==> config.mk <==
export PLATFORM = sky130hd
export DESIGN_NAME = hetic_arbiter
export DESIGN_NICKNAME = d
export VERILOG_FILES = /design/src/rtl/hetic_arbiter.sv
export SDC_FILE = /design/constraint.sdc
export NUM_CORES = 1
export LEC_CHECK = 0
export BUFFER_PORTS_ARGS = -buffer_cell sky130_fd_sc_hd__buf_2
export CAP_MARGIN = 10
export CORE_AREA = 8 8 226 228
export CTS_CLUSTER_SIZE = 14
export DETAILED_ROUTE_END_ITERATION = 12
export DIE_AREA = 0 0 234 236
export GPL_TIMING_DRIVEN = 0
export PLACE_DENSITY = 0.76
export REMOVE_ABC_BUFFERS = 1
export SYNTH_ARGS = -nofsm -noshare
export SYNTH_HDL_FRONTEND = slang
export SYNTH_SLANG_ARGS = --single-unit
==> constraint.sdc <==
create_clock -name clk_i -period 1.4 [get_ports clk_i]
set_input_delay 0.14 -clock clk_i [delete_from_list [all_inputs] [get_ports clk_i]]
set_output_delay 0.14 -clock clk_i [all_outputs]
set_load 0.01 [all_outputs]
==> src/rtl/hetic_arbiter.sv <==
// hetic_arbiter: priority arbitration and claim sequencer for the HETIC
// interrupt controller. Picks the highest-priority eligible line (lowest index
// on ties), offers it through a valid/ack handshake, pulses a claim back to the
// line register file and blanks the offer until the cleared pending bit has
// propagated through the arbitration tree.
// Build option: define HETIC_ARB_PIPE_EN to register the stage-1 group results
// (latency 2, blanking 3 cycles); undefined gives latency 1, blanking 2 cycles.
module hetic_arbiter #(
  parameter int unsigned NrIrqLines = 64,
  parameter int unsigned NrIrqPrios = 32,
  parameter int unsigned GroupSize  = 8,
  localparam int unsigned IrqWidth  = $clog2(NrIrqLines),
  localparam int unsigned PrioWidth = $clog2(NrIrqPrios)
) (
  input  logic                            clk_i,
  input  logic                            rst_ni,
  input  logic [NrIrqLines-1:0]           line_ie_i,
  input  logic [NrIrqLines-1:0]           line_ip_i,
  input  logic [NrIrqLines-1:0]           line_heti_i,
  input  logic [NrIrqLines-1:0]           line_nest_i,
  input  logic [NrIrqLines*PrioWidth-1:0] line_prio_i,
  input  logic [PrioWidth-1:0]            core_level_i,
  output logic                            irq_valid_o,
  output logic [IrqWidth-1:0]             irq_id_o,
  output logic [PrioWidth-1:0]            irq_level_o,
  output logic                            irq_heti_o,
  output logic                            irq_nest_o,
  input  logic                            irq_ack_i,
  output logic                            claim_valid_o,
  output logic [IrqWidth-1:0]             claim_id_o
);

  localparam int unsigned NrGroups = NrIrqLines / GroupSize;
  localparam int unsigned LocWidth = (GroupSize > 1) ? $clog2(GroupSize) : 1;
`ifdef HETIC_ARB_PIPE_EN
  localparam logic [1:0] Lat = 2'd3;
`else
  localparam logic [1:0] Lat = 2'd2;
`endif

  // Per-line priority slices and eligibility (threshold applied here only)
  logic [PrioWidth-1:0]  prio [NrIrqLines];
  logic [NrIrqLines-1:0] elig;

  for (genvar gi = 0; gi < NrIrqLines; gi++) begin : g_line
    assign prio[gi] = line_prio_i[gi*PrioWidth +: PrioWidth];
    assign elig[gi] = line_ie_i[gi] & line_ip_i[gi] & (prio[gi] > core_level_i);
  end

  // Stage-1 group results
  logic [NrGroups-1:0]  s1_any_d, s1_any_q;
  logic [NrGroups-1:0]  s1_heti_d, s1_heti_q;
  logic [NrGroups-1:0]  s1_nest_d, s1_nest_q;
  logic [LocWidth-1:0]  s1_idx_d [NrGroups];
  logic [LocWidth-1:0]  s1_idx_q [NrGroups];
  logic [PrioWidth-1:0] s1_prio_d [NrGroups];
  logic [PrioWidth-1:0] s1_prio_q [NrGroups];

  for (genvar gi = 0; gi < NrGroups; gi++) begin : g_grp
    logic                 grp_any;
    logic [LocWidth-1:0]  grp_idx;
    logic [PrioWidth-1:0] grp_prio;
    logic                 grp_heti;
    logic                 grp_nest;

    // Group winner: ascending scan with a strict compare keeps the lowest index on ties
    always_comb begin
      grp_any  = 1'b0;
      grp_idx  = '0;
      grp_prio = '0;
      grp_heti = 1'b0;
      grp_nest = 1'b0;
      for (int j = 0; j < int'(GroupSize); j++) begin
        if (elig[gi*GroupSize+j] && (!grp_any || prio[gi*GroupSize+j] > grp_prio)) begin
          grp_any  = 1'b1;
          grp_idx  = LocWidth'(j);
          grp_prio = prio[gi*GroupSize+j];
          grp_heti = line_heti_i[gi*GroupSize+j];
          grp_nest = line_nest_i[gi*GroupSize+j];
        end
      end
    end

    assign s1_any_d[gi]  = grp_any;
    assign s1_idx_d[gi]  = grp_idx;
    assign s1_prio_d[gi] = grp_prio;
    assign s1_heti_d[gi] = grp_heti;
    assign s1_nest_d[gi] = grp_nest;
  end

`ifdef HETIC_ARB_PIPE_EN
  // Register the group results so the tree is split into two register stages
  always_ff @(posedge clk_i or negedge rst_ni) begin
    if (!rst_ni) begin
      s1_any_q  <= '0;
      s1_heti_q <= '0;
      s1_nest_q <= '0;
      for (int g = 0; g < int'(NrGroups); g++) begin
        s1_idx_q[g]  <= '0;
        s1_prio_q[g] <= '0;
      end
    end else begin
      s1_any_q  <= s1_any_d;
      s1_heti_q <= s1_heti_d;
      s1_nest_q <= s1_nest_d;
      for (int g = 0; g < int'(NrGroups); g++) begin
        s1_idx_q[g]  <= s1_idx_d[g];
        s1_prio_q[g] <= s1_prio_d[g];
      end
    end
  end
`else
  assign s1_any_q  = s1_any_d;
  assign s1_heti_q = s1_heti_d;
  assign s1_nest_q = s1_nest_d;
  assign s1_idx_q  = s1_idx_d;
  assign s1_prio_q = s1_prio_d;
`endif

  // Stage 2: reduce group winners with the same rule (lowest group wins ties)
  logic                 s2_any;
  logic [IrqWidth-1:0]  s2_id;
  logic [PrioWidth-1:0] s2_prio;
  logic                 s2_heti;
  logic                 s2_nest;

  always_comb begin
    s2_any  = 1'b0;
    s2_id   = '0;
    s2_prio = '0;
    s2_heti = 1'b0;
    s2_nest = 1'b0;
    for (int g = 0; g < int'(NrGroups); g++) begin
      if (s1_any_q[g] && (!s2_any || s1_prio_q[g] > s2_prio)) begin
        s2_any  = 1'b1;
        s2_id   = IrqWidth'(g * int'(GroupSize)) | IrqWidth'(s1_idx_q[g]);
        s2_prio = s1_prio_q[g];
        s2_heti = s1_heti_q[g];
        s2_nest = s1_nest_q[g];
      end
    end
  end

  typedef enum logic {OFFER, BLANK} state_e;

  state_e               state_q;
  logic [1:0]           cnt_q;
  logic                 valid_q;
  logic [IrqWidth-1:0]  id_q;
  logic [PrioWidth-1:0] level_q;
  logic                 heti_q;
  logic                 nest_q;
  logic                 take_ack;

  // An ack only counts while something is actually offered
  assign take_ack = (state_q == OFFER) & irq_ack_i & valid_q;

  // Offer/blank sequencer; the last blanking cycle reloads the offer so valid
  // is low for exactly Lat cycles after the ack cycle
  always_ff @(posedge clk_i or negedge rst_ni) begin
    if (!rst_ni) begin
      state_q <= OFFER;
      cnt_q   <= '0;
      valid_q <= 1'b0;
      id_q    <= '0;
      level_q <= '0;
      heti_q  <= 1'b0;
      nest_q  <= 1'b0;
    end else begin
      case (state_q)
        OFFER: begin
          if (take_ack) begin
            state_q <= BLANK;
            cnt_q   <= Lat;
            valid_q <= 1'b0;
            id_q    <= '0;
            level_q <= '0;
            heti_q  <= 1'b0;
            nest_q  <= 1'b0;
          end else begin
            valid_q <= s2_any;
            id_q    <= s2_id;
            level_q <= s2_prio;
            heti_q  <= s2_heti;
            nest_q  <= s2_nest;
          end
        end
        default: begin
          if (cnt_q <= 2'd1) begin
            state_q <= OFFER;
            cnt_q   <= '0;
            valid_q <= s2_any;
            id_q    <= s2_id;
            level_q <= s2_prio;
            heti_q  <= s2_heti;
            nest_q  <= s2_nest;
          end else begin
            cnt_q   <= cnt_q - 2'd1;
            valid_q <= 1'b0;
            id_q    <= '0;
            level_q <= '0;
            heti_q  <= 1'b0;
            nest_q  <= 1'b0;
          end
        end
      endcase
    end
  end

  assign irq_valid_o   = valid_q;
  assign irq_id_o      = id_q;
  assign irq_level_o   = level_q;
  assign irq_heti_o    = heti_q;
  assign irq_nest_o    = nest_q;
  assign claim_valid_o = take_ack;
  assign claim_id_o    = take_ack ? id_q : '0;

endmodule

Word-level counts from Yosys, hierarchy flattened
Index checks and enable logic that the tools add are counted.
- muxes and demuxes: 374
- reduce and logical (&&, ||, !) cells: 190
- add/subtract/negate cells: 1
- bitwise gates (word level): 131
- order comparisons: 128
- operators by type and width (cell ; count):
    5-bit > comparator ; 127
    5-bit 2-to-1 mux ; 75
    1-bit 2-to-1 mux ; 236
    3-bit 2-to-1 mux ; 47
    1-bit AND ; 130
    6-bit 2-to-1 mux ; 11
    1-bit logical AND ; 63
    1-bit logical NOT ; 63
    1-bit logical OR ; 63
    2-bit 2-to-1 mux ; 5
    2-bit by 1-bit <= comparator with 1-bit output, second input constant ; 1
    2-bit nonzero test ; 1
    2-bit by 1-bit subtractor with 2-bit output, second input constant ; 1
    1-bit NOT ; 1
- logic and storage cells: 831
- bits of input ports: 584
- register bits after elaboration: 17
- output and inout bits: 21

Logic depth before layout (Yosys ltp)
- depth after elaboration: 62
- gate-level depth with buffers: 145
- gate-level depth less buffers: 136

Worst setup path before layout
No wires, ideal clock.
- path type: input port to flip-flop
- from: input core_level_i[3]
- to: register id_q[2], in the netlist irq_id_o[2]
- path buffers: 8
- data required time: 1.280 ns
- data arrival time: 25.363 ns
- slack: -24.083 ns
- library setup time: 0.120 ns
- cell stages on the path: 133
- cells stage by stage: inv_1 > ha_1 > and4_1 > a221oi_1 > buf_2 > nand2_1 > ha_1 > a21oi_1 > a21boi_0 > o31a_1 > a21boi_1 > a22oi_1 > ha_1 > nor2b_1 > o21a_1 > o21ai_0 > a21oi_1 > o21ai_1 > [97 not listed] > o21ai_0 > nand2b_1 > a21oi_1 > a31oi_1 > o21bai_1 > mux2_2 > a21bo_2 > ha_1 > nor2b_1 > o21ai_0 > nand2b_1 > a21oi_1 > nor2b_1 > o22ai_1 > a21o_1 > nand2_1 > or4_1 > o211a_1
- cells in the longest elaborated chain, start to end: 62
- elaborated cells between the ends (all ways): 572
- those cells by class: order compare: 127; mux: 192; bitwise: 64; reduce/logical: 189
- RTL lines (element ; line ; source):
    from (decl) ; 22 ; input logic [PrioWidth-1:0] core_level_i,
    5-bit > comparator ; 47 ; assign elig[gi] = line_ie_i[gi] & line_ip_i[gi] & (prio[gi] > core_level_i);
    1-bit AND ; 47 ;
    5-bit 2-to-1 mux or 1-bit 2-to-1 mux (tied branches) ; 74 ; if (elig[gi*GroupSize+j] && (!grp_any || prio[gi*GroupSize+j] > grp_prio)) begin
    5-bit > comparator or 1-bit logical NOT (tied branches) ; 74 ;
    1-bit logical OR ; 74 ;
    1-bit logical AND ; 74 ;
    5-bit 2-to-1 mux or 1-bit 2-to-1 mux (tied branches) ; 74 ;
    5-bit > comparator or 1-bit logical NOT (tied branches) ; 74 ;
    [46 not listed] ; n/a ;
    1-bit logical AND ; 134 ; if (s1_any_q[g] && (!s2_any || s1_prio_q[g] > s2_prio)) begin
    5-bit 2-to-1 mux or 1-bit 2-to-1 mux (tied branches) ; 134 ;
    5-bit > comparator or 1-bit logical NOT (tied branches) ; 134 ;
    1-bit logical OR ; 134 ;
    1-bit logical AND ; 134 ;
    6-bit 2-to-1 mux * ; 134 ;
    6-bit 2-to-1 mux, on equally long branches ; 172, 189 ;
    6-bit 2-to-1 mux * ; 170 ; case (state_q)
    to (signal assigned) ; 182 ; id_q <= s2_id;
    to (signal assigned) ; 193 ; id_q <= s2_id;
    to (decl) ; 149 ; logic [IrqWidth-1:0] id_q;
Every way passes the cells marked *; elsewhere a longest branch is shown, timed or not.
A chain may end at the register's enable or synchronous reset.

Worst setup path in the final report
Ends and elaborated chain as after synthesis.

==> impl_metrics.py <==
metrics = {
    "synth": {
        "synth_cell_types": 85,
        "synth_area_in_simple_gates_pct": 21.37,
        "synth_edf_count": 0,
        "fraction_of_the_mapped_netlist_area_in_compound_gates_pct": 35.48,
        "synthAdderAreaFrac_pct": 35.15,
        "synth_seq_cells": 17,
        "post_synth_inst_count": 3066,
        "mappedNetlistArea_mm2": 0.02260,
        "synth.mux.area_fraction_pct": 2.170,
        "yosysWarnings": 0,
        "async_flop_share_pct": 100.0,
        "synth_top_family_by_area": "compound AO/OA/AOI/OAI gates",
        "sequential_cell_area_fraction_in_the_yosys_report_pct": 1.882,
        "synth-xor-area-share_pct": 0,
        "dominantRegCellSynth": "sky130_fd_sc_hd__dfrtp_1",
        "postSynthAreaPerCell_um2": 7.372,
    },
    "critical_path": {
        "ff2ff_path_depth": 5,
        "startpoint_type": "primary input",
        "most_repeated_library_cell_on_the_critical_path": "sky130_fd_sc_hd__o21a_1",
        "critical_path.startpoint": "core_level_i[3]",
        "timing.rr.start": "irq_valid_o",
        "critical_path.endpoint_type": "register",
        "worst-endpoint-arrival_ns": 22.92,
        "critical-path-max-stage-delay_ns": 0.56,
        "critPathRequiredTime_ns": 1.53,
        "critical_path.max_fanout": 7,
        "critical_path_class": "in2reg",
        "cpMaxStageDelayCell": "sky130_fd_sc_hd__or4_1",
    },
    "clocking": {
        "cts-htree-levels": 1,
        "cts_tree": "yes",
        "clockBufferDepth": 2,
        "worstSkewPairLatency_ns": 0.25,
        "clockRootBuffer": "sky130_fd_sc_hd__clkbuf_16",
        "clk_pin_slew_worst_paths_ns": 0.05,
        "clock_sinks": 17,
        "numCtsBuffers": 3,
    },
    "timing": {
        "finalSetupTns_ns": -277.62,
        "maxClockFrequency_mhz": 43.88,
        "fin_worst_skew_ns": 0.0006953,
        "final-max-slew-violation-count": 0,
        "timing.final.ws_setup_ns": -21.39,
        "grt_setup_unrepaired": "true",
        "tightestPinTransition_ns": 1.193,
        "post-route-min-period_ns": 22.79,
        "relSlewSlack_pct": 19.80,
        "timing.final.setup_violations": 20,
        "whs_ns": 0.2376,
        "post-route-period-util_pct": 1628,
        "final_hold_viol_count": 0,
    },
    "place": {
        "placed_area_mm2": 0.02630,
        "gp_routability_congestion": 1.005,
        "place_hpwl_um": 77180,
        "portBuffers": 604,
    },
    "cells_and_area": {
        "syn2layout_area_growth_pct": 33.99,
        "final_area_mm2": 0.03029,
        "post_route_cells_drive_above_1_share_pct": 29.92,
        "nets": 5024,
        "final_design_utilization_pct": 63.97,
    },
    "die": {
        "die_height_um": 236,
        "die-width_um": 234,
        "coreArea_mm2": 0.04735,
        "pin_count": 605,
        "total_die_area_mm2": 0.05522,
        "starting_density_of_the_core_pct": 47.74,
        "rows": 80,
    },
    "routing": {
        "iteration_0_drc_markers": 2610,
        "wl_cell_um": 23.85,
        "wirelength_um": 106300,
        "drt_first_pass_iters": 8,
        "detail_route.vias_per_cell": 6.596,
        "antenna_violating_nets_post_route": 0,
        "remaining_drc_errors": 0,
        "route.vias.total": 29410,
    },
    "global_route": {
        "largest_net_degree_at_the_start_of_global_routing": 33,
        "track_usage_pct": 34.67,
        "grt_first_pass_wirelength_um": 153400,
        "grt_antenna_before_repair": 49,
        "grt-ovfl-total": 0,
        "grt_pass1_vias": 27870,
    },
    "outcome": {
        "outcome": "finished, violations left",
        "failing_checks": "negative setup slack",
    },
    "job": {
        "max_cap_viol_count": 0,
    },
    "worst_hold_path": {
        "min_path_cells": 4,
        "worstHoldStart": "irq_ack_i",
        "hold_path.class": "in2reg",
    },
    "pwr": {
        "power_leakage_nw": 14.72,
        "fin_total_pwr_mw": 40.41,
        "power_density_mw_per_mm2": 1334,
        "peak_supply_drop_uv": 1547,
    },
}
-- where the power goes --
group	internal, mW	switching (mW)
Combinational	17.9	20.9
Sequential	0.832	0.247
Clock	0.382	0.188
-- cells in the mapped netlist, drive strengths merged, types with 33 or more instances --
cell type	number	share of area (%)
o22ai	54	1.5
clkbuf	67	1.1
a21o	63	2.1
and2	40	1.1
o211ai	83	2.8
nor3	33	0.73
nand2	291	4.8
a22oi	41	1.4
nor2b	117	3.3
a211oi	33	1.1
o21a	121	4.0
o21bai	42	1.4
ha	635	35
a31oi	60	1.7
nor2	156	2.6
o21ai	171	3.8
nand2b	43	1.2
a21oi	240	5.3
inv	163	2.7
nand3	136	3.0
-- flip-flops by register name (all words and copies together) (netlist names) --
register / flops
irq_valid_o: 1
state_q: 1
irq_heti_o: 1
irq_nest_o: 1
irq_level_o: 5
cnt_q: 2
irq_id_o: 6
-- placed cells by master, fill, tap and decap left out, types with 21 or more instances in the layout --
master,Yosys,final
sky130_fd_sc_hd__ha_1,635,606
sky130_fd_sc_hd__buf_2,2,598
sky130_fd_sc_hd__nand2_1,291,278
sky130_fd_sc_hd__a21oi_1,240,205
sky130_fd_sc_hd__buf_4,0,156
sky130_fd_sc_hd__inv_1,163,155
sky130_fd_sc_hd__nor2_1,156,142
sky130_fd_sc_hd__nand3_1,136,132
sky130_fd_sc_hd__o21ai_0,159,125
sky130_fd_sc_hd__o21a_1,121,115
sky130_fd_sc_hd__nor2b_1,116,105
sky130_fd_sc_hd__o211ai_1,83,83
sky130_fd_sc_hd__a21o_1,63,61
sky130_fd_sc_hd__a31oi_1,60,47
sky130_fd_sc_hd__o22ai_1,54,44
sky130_fd_sc_hd__nand2b_1,43,42
sky130_fd_sc_hd__diode_2,0,39
sky130_fd_sc_hd__o21bai_1,42,39
sky130_fd_sc_hd__a22oi_1,41,33
sky130_fd_sc_hd__nor3_1,33,31
sky130_fd_sc_hd__a211oi_1,33,27
sky130_fd_sc_hd__and3_1,26,26
sky130_fd_sc_hd__a21oi_2,0,26
sky130_fd_sc_hd__o211a_1,26,25
sky130_fd_sc_hd__or2_2,29,25
sky130_fd_sc_hd__ha_4,0,24
sky130_fd_sc_hd__and2_1,28,23
sky130_fd_sc_hd__a221oi_1,29,22
sky130_fd_sc_hd__o21ai_1,12,21
-- final cells by class --
cell class	instances	area [um^2]
multi-input cells	2814	23180
fillers	4010	17060
repair buffers	800	5010
well taps	615	769.5
inverters	165	688.2
flip-flops and latches	17	426.7
diodes	39	97.59
clock buffers	3	75.07
repair inverters	4	35.03
clock inverters	1	5.005
-- per-layer routing --
metal / part of all wire [%] / global-route usage, % / wire length [um]
met1: 36 / 38.85 / 38590
met2: 46 / 58.05 / 48430
met3: 10 / 8.054 / 10830
met4: 7.8 / 22.70 / 8309
met5: 0.15 / 0 / 163
-- through the flow --
stage	std cells	setup slack [ns]
2_1_floorplan	2996	-25.11
3_3_place_gp	4215	-33.22
3_5_place_dp	4223	-30.65
4_1_cts	4381	-20.48
5_1_grt	4444	-22.22
6_report	4458	-21.39
-- critical path, delay by kind of cell --
| family | cells | cell delay [ns] |
|---|---|---|
| AO/OA/AOI/OAI | 70 | 11.15 |
| AND/OR/NAND/NOR | 28 | 4.13 |
| adder cells (fa/ha/maj) | 15 | 3.60 |
| buffers and inverters | 19 | 2.27 |
| multiplexers | 6 | 1.54 |
-- logic make-up after synthesis --
logic type               Yosys count
buffers and inverters            235
flip-flops                        17
AND/OR/NAND/NOR                  964
multiplexers                      46
adder cells (fa/ha/maj)          635
AO/OA/AOI/OAI                   1169
-- what timing repair did --
| action | in CTS | in global routing |
|---|---|---|
| hold buffers | 1 | 0 |
| pin swaps | 118 | 108 |
| cloned | 12 | 0 |
| hold endpoints to repair | 17 | 0 |
| endpoints found under the setup margin | 23 | 20 |
| gates resized for setup | 320 | 135 |
| setup buffers | 141 | 38 |
-- path summary, 6_finish.rpt --
check | to | slack [ns]
setup / recovery | irq_id_o[2] | -21.39
setup reg to reg | irq_nest_o | -0.24
hold reg to reg | cnt_q[0] | 0.54
max in group asynchronous | state_q | 0.72
min in group asynchronous | cnt_q[0] | 0.40
hold / removal | cnt_q[0] | 0.24
(Power assumes the default switching activity.)
